$ cat config.mk
export PLATFORM = sky130hd
export DESIGN_NAME = fifo_frame_writer
export DESIGN_NICKNAME = d
export VERILOG_FILES = /design/src/rtl/fifo_frame_writer.sv
export SDC_FILE = /design/constraint.sdc
export NUM_CORES = 1
export LEC_CHECK = 0
export ABC_AREA = 1
export CAP_MARGIN = 25
export CORE_ASPECT_RATIO = 1.25
export CORE_MARGIN = 3
export CORE_UTILIZATION = 54
export DETAILED_ROUTE_END_ITERATION = 10
export PLACE_DENSITY = 0.86
export SYNTH_ARGS = -nofsm -noshare
export SYNTH_HDL_FRONTEND = slang
export SYNTH_SLANG_ARGS = --single-unit
$ cat constraint.sdc
create_clock -name write_clk -period 3.3 [get_ports write_clk]
set_clock_uncertainty 0.05 [all_clocks]
set_input_delay 0.66 -clock write_clk [delete_from_list [all_inputs] [get_ports write_clk]]
set_output_delay 0.66 -clock write_clk [all_outputs]
set_load 0.05 [all_outputs]
$ cat src/rtl/fifo_frame_writer.sv
// ============================================================================
// fifo_frame_writer
// ----------------------------------------------------------------------------
// Write-domain producer for the dual-clock FIFO. It accepts a frame command
// (payload length minus one) and a payload stream. It then writes one header
// word followed by exactly that many payload words. Each write is throttled by
// the FIFO full flag. The header word carries the length, and the read side
// uses it to delimit frames.
//
// Parameters
//   DATA_WIDTH   FIFO word width; also the header and cmd_len width
//   COUNT_WIDTH  completed-frame counter width (wraps)
//
// Ports
//   write_clk      write-domain clock, rising edge
//   write_reset_n  asynchronous active-low reset
//   cmd_valid/cmd_ready/cmd_len   frame command handshake
//   in_valid/in_ready/in_data     payload stream handshake
//   in_last        upstream end-of-frame marker (checked, not obeyed)
//   full           FIFO full flag (combinational from the FIFO)
//   write_en       FIFO write strobe, never asserted while full
//   write_data     FIFO write data (header or pass-through payload)
//   busy           a frame is in progress
//   len_error      sticky in_last / header length mismatch
//   frame_count    completed frames, modulo 2^COUNT_WIDTH
// ============================================================================
module fifo_frame_writer #(
   parameter int DATA_WIDTH  = 8,
   parameter int COUNT_WIDTH = 16
) (
   input  logic                   write_clk,
   input  logic                   write_reset_n,
   input  logic                   cmd_valid,
   output logic                   cmd_ready,
   input  logic [DATA_WIDTH-1:0]  cmd_len,
   input  logic                   in_valid,
   output logic                   in_ready,
   input  logic [DATA_WIDTH-1:0]  in_data,
   input  logic                   in_last,
   input  logic                   full,
   output logic                   write_en,
   output logic [DATA_WIDTH-1:0]  write_data,
   output logic                   busy,
   output logic                   len_error,
   output logic [COUNT_WIDTH-1:0] frame_count
);

   typedef enum logic [1:0] {
      IDLE = 2'd0,
      HDR  = 2'd1,
      DATA = 2'd2
   } state_t;

   state_t                state;
   state_t                state_nxt;
   logic [DATA_WIDTH-1:0] len_q;
   logic [DATA_WIDTH-1:0] remaining;
   logic                  cmd_fire;
   logic                  word_fire;
   logic                  last_word;

   assign cmd_fire  = cmd_valid && cmd_ready;
   assign word_fire = (state == DATA) && in_valid && !full;
   // remaining counts down to zero and stops there; zero marks the final word.
   assign last_word = (remaining == '0);

   // -------------------------------------------------------------------------
   // State register
   // -------------------------------------------------------------------------
   // NOTE: sequential state uses non-blocking assignments so that every
   // register samples pre-edge values, whatever order the blocks run in.
   always_ff @(posedge write_clk or negedge write_reset_n) begin
      if (!write_reset_n) begin
         state <= IDLE;
      end else begin
         state <= state_nxt;
      end
   end

   // -------------------------------------------------------------------------
   // Next-state logic
   // -------------------------------------------------------------------------
   // NOTE: every combinational output gets a default before the case, so no
   // path leaves it unassigned and no latch is inferred.
   always_comb begin
      state_nxt = state;
      case (state)
         IDLE: if (cmd_fire)               state_nxt = HDR;
         HDR:  if (!full)                  state_nxt = DATA;
         DATA: if (word_fire && last_word) state_nxt = IDLE;
         default:                          state_nxt = IDLE;
      endcase
   end

   // -------------------------------------------------------------------------
   // Output decode
   // -------------------------------------------------------------------------
   always_comb begin
      cmd_ready  = 1'b0;
      in_ready   = 1'b0;
      write_en   = 1'b0;
      write_data = '0;
      case (state)
         // The state register already reads IDLE during reset. Gate with the
         // reset so that no command is accepted while reset is held low.
         IDLE: cmd_ready = write_reset_n;
         HDR: begin
            write_en   = !full;
            write_data = len_q;
         end
         DATA: begin
            in_ready   = !full;
            write_en   = in_valid && !full;
            write_data = in_data;
         end
         default: ;
      endcase
   end

   assign busy = (state != IDLE);

   // -------------------------------------------------------------------------
   // Length tracking, frame counter and framing check
   // -------------------------------------------------------------------------
   always_ff @(posedge write_clk or negedge write_reset_n) begin
      if (!write_reset_n) begin
         len_q       <= '0;
         remaining   <= '0;
         len_error   <= 1'b0;
         frame_count <= '0;
      end else begin
         if (cmd_fire) begin
            len_q     <= cmd_len;
            remaining <= cmd_len;
         end
         if (word_fire) begin
            if (last_word) begin
               frame_count <= frame_count + COUNT_WIDTH'(1);
            end else begin
               remaining <= remaining - DATA_WIDTH'(1);
            end
            // The header alone sets the frame length. in_last is only checked
            // against it, and a disagreement is recorded until reset.
            if (in_last != last_word) begin
               len_error <= 1'b1;
            end
         end
      end
   end

endmodule

== Word-level counts from Yosys, hierarchy flattened ==
Index checks and enable logic that the tools add are counted.

* Flip-flop bits (word level): 35
* Output and inout bits: 29

* $add $sub $neg: 2
* Equal/unequal tests: 6
* Multiplexer cells: 11
* Reductions and logical operators: 12

{| class="wikitable"
|+ Operators by type and width
! cell !! count
|-
| $mux W8 || 3
|-
| $add A16 B1 Y16 const B || 1
|-
| $pmux W8 S2 || 1
|-
| $logic_not A8 Y1 || 1
|-
| $sub A8 B1 Y8 const B || 1
|-
| $mux W2 || 3
|-
| $pmux W2 S3 || 1
|-
| $logic_and A1 B1 Y1 || 5
|-
| $ne A2 B2 Y1 const B || 2
|-
| $reduce_and A2 Y1 || 2
|-
| $reduce_and A3 Y1 || 1
|-
| $eq A2 B1 Y1 const B || 1
|-
| $eq A2 B2 Y1 const B || 1
|-
| $logic_not A2 Y1 || 1
|-
| $mux W1 || 2
|-
| $ne A2 B1 Y1 const B || 1
|-
| $pmux W1 S2 || 1
|-
| $reduce_bool A2 Y1 || 1
|-
| $logic_not A1 Y1 || 1
|-
| $ne A1 B1 Y1 || 1
|}

== Longest topological paths before layout ==
* Depth in word-level cells: 6
* Gate-level depth with buffers: 10
* Gate-level depth less buffers: 9

== Least setup slack after synthesis ==
No wires, ideal clock.

* Kind: register to output
* Start point: register state[1]
* End point: output port write_en
* Arrival time: 2.128 ns
* Data required time: 2.590 ns
* Slack: 0.462 ns
* Stages on the path, launching flop included: 6
* Path buffers: 1
* Path through: dfrtp_1 -> inv_1 -> ha_1 -> clkbuf_1 -> inv_1 -> a211oi_1

* Word-level cells in the longest chain between the ends: 2
* Elaborated cells on any way between the ends: 3
* Classes of those cells: eq/ne: 2; mux: 1

{| class="wikitable"
|+ RTL lines
! what !! line !! text
|-
| start: declaration || 54 || <nowiki>state_t state;</nowiki>
|-
| start signal: assignment || 76 || <nowiki>state <= state_nxt;</nowiki>
|-
| $eq A2 B2 Y1 or $eq A2 B1 Y1 (tied branches) || 103 || <nowiki>case (state)</nowiki>
|-
| $pmux W1 S2 (*) || 103 ||
|-
| end: declaration || 41 || <nowiki>output logic write_en,</nowiki>
|}

Every way passes the cells marked *; elsewhere a longest branch is shown, timed or not.

== Worst setup path in the final report ==
* Start point: register state[0]
* End point: output port write_data[6]

* Word-level cells in the longest chain between the ends: 2
* Elaborated cells on any way between the ends: 3
* Classes of those cells: eq/ne: 2; mux: 1

{| class="wikitable"
|+ RTL lines
! what !! line !! text
|-
| $eq A2 B2 Y1 or $eq A2 B1 Y1 (tied branches) || 103 ||
|-
| $pmux W8 S2 (*) || 103 ||
|-
| end: declaration || 42 || <nowiki>output logic [DATA_WIDTH-1:0] write_data,</nowiki>
|}

Marks and branches as above.

==> PnR_summary.wiki <==
{| class="wikitable"
! Metric !! Value
|-
| Status || completed
|-
| Sum of net half-perimeters after detailed placement || 3700 um
|-
| Peak supply drop || 0.000422 V
|-
| Number of primary I/O pins || 51
|-
| Residual antenna-violating net count after detailed routing || 0
|-
| H-tree levels || 2
|-
| Leakage power || 1.32 nW
|-
| Delay contributed by the slowest stage of the critical path || 0.84 ns
|-
| RSZ-0062 raised after global routing || no
|-
| Drt via density || 5.15
|-
| Number of enable flip-flop cells after synthesis || 0
|-
| Slowest-stage cell, CP || clkdlybuf4s50_1
|-
| Worst min-delay path class || register to register
|-
| Total power divided by cell area || 638 nW/um^2
|-
| Reg2reg setup slack || 0.83 ns
|-
| Hold_ws || 0.449 ns
|-
| Starting utilization of the core area || 0.568
|-
| Maximum fanout encountered on the critical timing path || 11
|-
| Period minus WS final || 3.06 ns
|-
| Placeable Area || 3820 sq um
|-
| Row Count || 25
|-
| Vias in the first global route || 1997
|-
| Post-synthesis sequential area ratio || 0.404
|-
| Cell Area, Synth || 2170 sq um
|-
| Routed wire length per instance || 12.6 um
|-
| Clock slew seen by the registers of the worst setup and hold paths || 0.07 ns
|-
| Total clock sinks || 35
|-
| Root cell of the clock tree || clkbuf_8
|-
| Post-cts repair resize count || 0
|-
| Maximum Capacitance Violations || 0
|-
| Relative slew margins || 0.646
|-
| GP Congestion || 0.870
|-
| Share of the clock period used by the worst path || 0.928
|-
| Seq cells post-synth || 35
|-
| Synth warn || 0
|-
| Global-route wire length before repair || 9090 um
|-
| Antenna diode count || 0
|-
| Count of filler cells inserted in the layout || 312
|-
| Number of DRC markers after the initial detailed-route iteration || 115
|-
| IO buf count || 50
|-
| CP Data Arrival Time || 2.35 ns
|-
| Highest attainable clock frequency || 327 MHz
|-
| DR vias || 2055
|-
| Startpoint types || register
|-
| Cts bufs inserted || 5
|-
| Cell-by-cell listing of the critical path || inv_1, ha_1, nand2_1, a21oi_1, clkdlybuf4s50_1
|-
| GR Util All Layers || 0.236
|-
| Mean Syn Cell Area || 7.34 sq um
|-
| Post-CTS Hold Fix Bufs || 0
|-
| Share of synthesized flip-flops with an asynchronous set or reset || 1.00
|-
| Die Width || 62.6 um
|-
| Flip-flop cell with the highest count after synthesis || dfrtp_1
|-
| Slew of the pin with the lowest slew margin || 0.529 ns
|-
| Number of failing setup endpoints in the final timing report || 0
|-
| Final Max Slew Viols || 0
|-
| Number of remaining DRC errors || 0
|-
| Post-Syn Instances || 295
|-
| Critical Path RT || 2.59 ns
|-
| CTS tree || done
|-
| Aggregate negative setup slack || 0 ns
|-
| Die area || 4810 sq um
|-
| Maximum number of pins on one net before global-route repair || 36
|-
| P&R area growth vs syn || 28.4%
|-
| DRT Pass-1 Iters || 6
|-
| Final Routed Wirelength || 5030 um
|-
| Number of antenna violations at the first check in global routing || 0
|-
| Grt total ovfl || 0
|-
| Setup repair bufs after CTS || 0
|-
| Number of buffers between clock root and the deepest sink || 2
|-
| Final hold violation count || 0
|-
| Total Nets Final || 374
|-
| Number of different library cells in the post-synthesis netlist || 26
|-
| Critical Path End Type || primary output
|-
| Clk Latency, worst-skew pair || 0.29 ns
|-
| Die Height || 76.8 um
|-
| Synth Net Count || 324
|-
| Proportion of layout cells with a drive suffix above 1 || 0.0870
|-
| Critical path start-end classification || register to primary output
|}
## logic make-up (layout without fill, tap and decap cells)
kind of cell    after synthesis  in the layout  share of synthesized area
xor+xnor                     13             13                     0.0526
compound gates               39             39                     0.0924
simple gates                155            155                      0.318
fa+ha+maj                     7              7                     0.0404
flops                        35             35                      0.404
buf+inv                      46             96                     0.0918
## metrics by stage
stage	setup slack [ns]	cells	instance area (sq um)	power, mW	util
detailed placement	0.437	392	2690	1.46	0.706
floorplan	0.462	295	2170	1.22	-
global route	0.0909	399	2780	1.92	0.729
finish	0.237	399	2780	1.77	0.729
global placement	0.419	392	2690	1.44	0.706
CTS	0.228	399	2780	1.78	0.729
## cells in the final DEF, fill, tap and decap left out, types with 3 or more instances in the layout
cell type and instances:
nand4_1 5, nand3_1 12, o21ai_0 23, inv_2 4, clkbuf_8 6, nand2_1 100
clkdlybuf4s50_1 48, nor2_4 3, nor2_2 7, ha_1 7, xor2_1 11, a21oi_1 8
inv_1 33, o21ai_1 6, nor2_1 22, dfrtp_1 35
## synth_stat cells (2+ instances only)
cell / count / area (sq um)
nand2_1: 100 / 375
a21oi_1: 8 / 40.0
xnor2_1: 2 / 17.5
inv_1: 33 / 124
dfrtp_1: 35 / 876
xor2_1: 11 / 96.3
nor2_4: 3 / 33.8
nor2_1: 22 / 82.6
ha_1: 7 / 87.6
o21ai_0: 23 / 115
clkbuf_1: 4 / 15.0
nor2_2: 7 / 43.8
nand3_1: 12 / 60.1
nand4_1: 5 / 31.3
inv_2: 4 / 15.0
nand4_2: 2 / 25.0
o21ai_1: 6 / 30.0
nand3_2: 2 / 20.0
buf_4: 2 / 15.0
## state kept, by name, summed over array words and instances (netlist names)
name	count
frame_count	16
state	2
remaining	8
len_error	1
len_q	8
## layer usage
layer / global-route usage / routed length (um) / vias up
met3: 0.0673 / 344 / 14
met4: 0.102 / 138 / 0
met1: 0.272 / 1970 / 937
met5: 0 / 0 / -
li1: - / - / 1021
met2: 0.404 / 2580 / 83
## where the power goes
group	internal (mW)	total (mW)	switching (mW)
Combinational	0.286	0.823	0.537
Sequential	0.547	0.634	0.0876
Clock	0.164	0.316	0.152
Total	0.997	1.77	0.777
## critical path: cells and delay by family, from the launching register on
family | cells | cell delay [ns]
DFF | 1 | 0.42
adders and majority gates | 1 | 0.43
and+or+nand+nor | 1 | 0.12
buffers and inverters | 2 | 0.94
AOI/OAI and AO/OA | 1 | 0.15
## layout make-up
type | instances | area, sq um | area share
Inverter | 38 | 143 | 0.0513
Tap cell | 54 | 67.6 | 0.0243
Timing Repair Buffer | 51 | 515 | 0.185
Sequential cell | 35 | 876 | 0.315
Clock buffer | 6 | 82.6 | 0.0297
Multi-Input combinational cell | 214 | 1090 | 0.392
Clock inverter | 1 | 5.00 | 0.00180
## final timing paths
check                                     startpoint                     endpoint  depth (start not counted)
worst min-delay path            len_q[1]$_DFFE_PN0P_         len_q[1]$_DFFE_PN0P_                          2
worst max-delay path            state[0]$_DFFE_PN0P_                write_data[6]                          5
worst max register to register  state[0]$_DFFE_PN0P_   frame_count[6]$_DFFE_PN0P_                          8
min in group asynchronous              write_reset_n   frame_count[3]$_DFFE_PN0P_                          2
max in group asynchronous              write_reset_n  frame_count[10]$_DFFE_PN0P_                          2
worst min register to register  len_q[1]$_DFFE_PN0P_         len_q[1]$_DFFE_PN0P_                          2
(Power assumes the default switching activity.)
==> patch (same flow settings) <==
Change the parameter `DATA_WIDTH` from 8 to 10.
--- a/src/rtl/fifo_frame_writer.sv
+++ b/src/rtl/fifo_frame_writer.sv
@@ -25,7 +25,7 @@
 //   frame_count    completed frames, modulo 2^COUNT_WIDTH
 // ============================================================================
 module fifo_frame_writer #(
-   parameter int DATA_WIDTH  = 8,
+   parameter int DATA_WIDTH  = 10,
    parameter int COUNT_WIDTH = 16
 ) (
    input  logic                   write_clk,
Interface: changed (resized cmd_len, in_data and write_data); port bits go from 51 to 57. No check against the original RTL was run, so the function may have changed too.
==> patch against the unedited design <==
Count of clock-buffer cells in the layout unchanged. Clock power increased by 7.0%. Sequential power is 17% higher. Worst setup slack got worse by 59 ps. Total power rose by 24%. Maximum frequency down 1.9%. Synthesized cell count increased by 16%. Cell count is 14% higher. Cell area grew 9.3%. Sequential cell count rose by 4. Register-to-register slack improved by 240 ps. Wire length is 18% higher. Synthesized area up 9.8%. Largest power group unchanged. Highest routed layer unchanged.
==> patch: results <==
[setup_path]
slowest_stage = clkdlybuf4s50_1
critPathMaxFanout = 12

[drt]
wl_met3_microns = 325
met1Wirelength_mm = 2.37
drtIter0Drc = 144
drt-pass1-iter-count = 4
wl_met2_mm = 3.15
routed_via_density = 5.11
wire_per_inst_microns = 13.1
highest_layer = met4

[global_route]
gr-usage-met1 = 0.273
use_met3 = 0.0476
grt_pass1_wl_mm = 10.4
antenna_found_initial = 0
grtUsageTotal = 0.253
grt_pass1_vias = 2404
grt_start_max_net_pins = 40
gr-usage-met2 = 0.484

[power]
pg_seq_mw = 0.744
report.power.total_mw = 2.19
irDropWorstVdd_v = 0.000545
p_comb_mw = 1.11
power_leakage_nw = 1.43
p_switching_mw = 1.03

[placed_design]
finalWeightedCongestion = 0.857
placed_cell_area_sq_um = 2950
hpwl_mm = 4.38
io_buffers = 56
pre_cts_slack_ps = 438

[logic_synthesis]
synth_flop_cell = dfrtp_1
synthesis.instances = 341
synth_compound_area_frac = 0.0800
synth_fa_ha_area_frac = 0.0368
yosysSeqAreaShare = 0.411
yosys-top-cells-area = dfrtp_1, nand2_1, inv_1
synth_common_cells = nand2_1, dfrtp_1, inv_1
synth_xor_area_frac = 0.0405
postSynth.asyncResetShare = 1.00
syn_nets = 374

[final_layout]
nFillCells = 366
fin_nets = 430
largest_registers = frame_count: 16 flops, len_q: 10 flops, remaining: 10 flops
drive_above_1_share = 0.0479
diodes = 0
fin_cells = 453

[cts]
cts_made_buffers = 5
cts-root-buf = clkbuf_8
post-cts-setup-buffers = 0
clk_pin_slew_ps = 80

[worst_hold_path]
holdCritPathClass = in2async

[outcome]
status = finished clean

[sta]
setup_violations = 0
worst_slew_pin_slew_ps = 516
-- patch: cell types whose count changed after synthesis, sizes merged, moves of 4 or more --
cell and delta:
xnor2 +4, o21ai -5, inv -5, xor2 -6, dfrtp +4, nand4 -4
nand2 +50
-- patch: final timing paths --
kind                          startpoint              to  slack (ps)  cells after the start
max                             state[1]   write_data[7]         180                      5
min                        write_reset_n        state[0]         390                      2
max reg2reg                     state[0]  frame_count[3]        1070                      9
min reg2reg                    len_error       len_error         430                      1
max in group asynchronous  write_reset_n    remaining[1]        2460                      2
min in group write_clk         len_error       len_error         430                      1
-- patch: layout make-up --
| type | instances | area [sq um] | area share |
|---|---|---|---|
| clock buffers | 6 | 82.6 | 0.0272 |
| clock inverters | 1 | 5.00 | 0.00165 |
| inverters | 32 | 120 | 0.0395 |
| multi-input cells | 261 | 1220 | 0.401 |
| flip-flops and latches | 39 | 976 | 0.321 |
| well taps | 56 | 70.1 | 0.0231 |
| repair buffers | 58 | 566 | 0.186 |
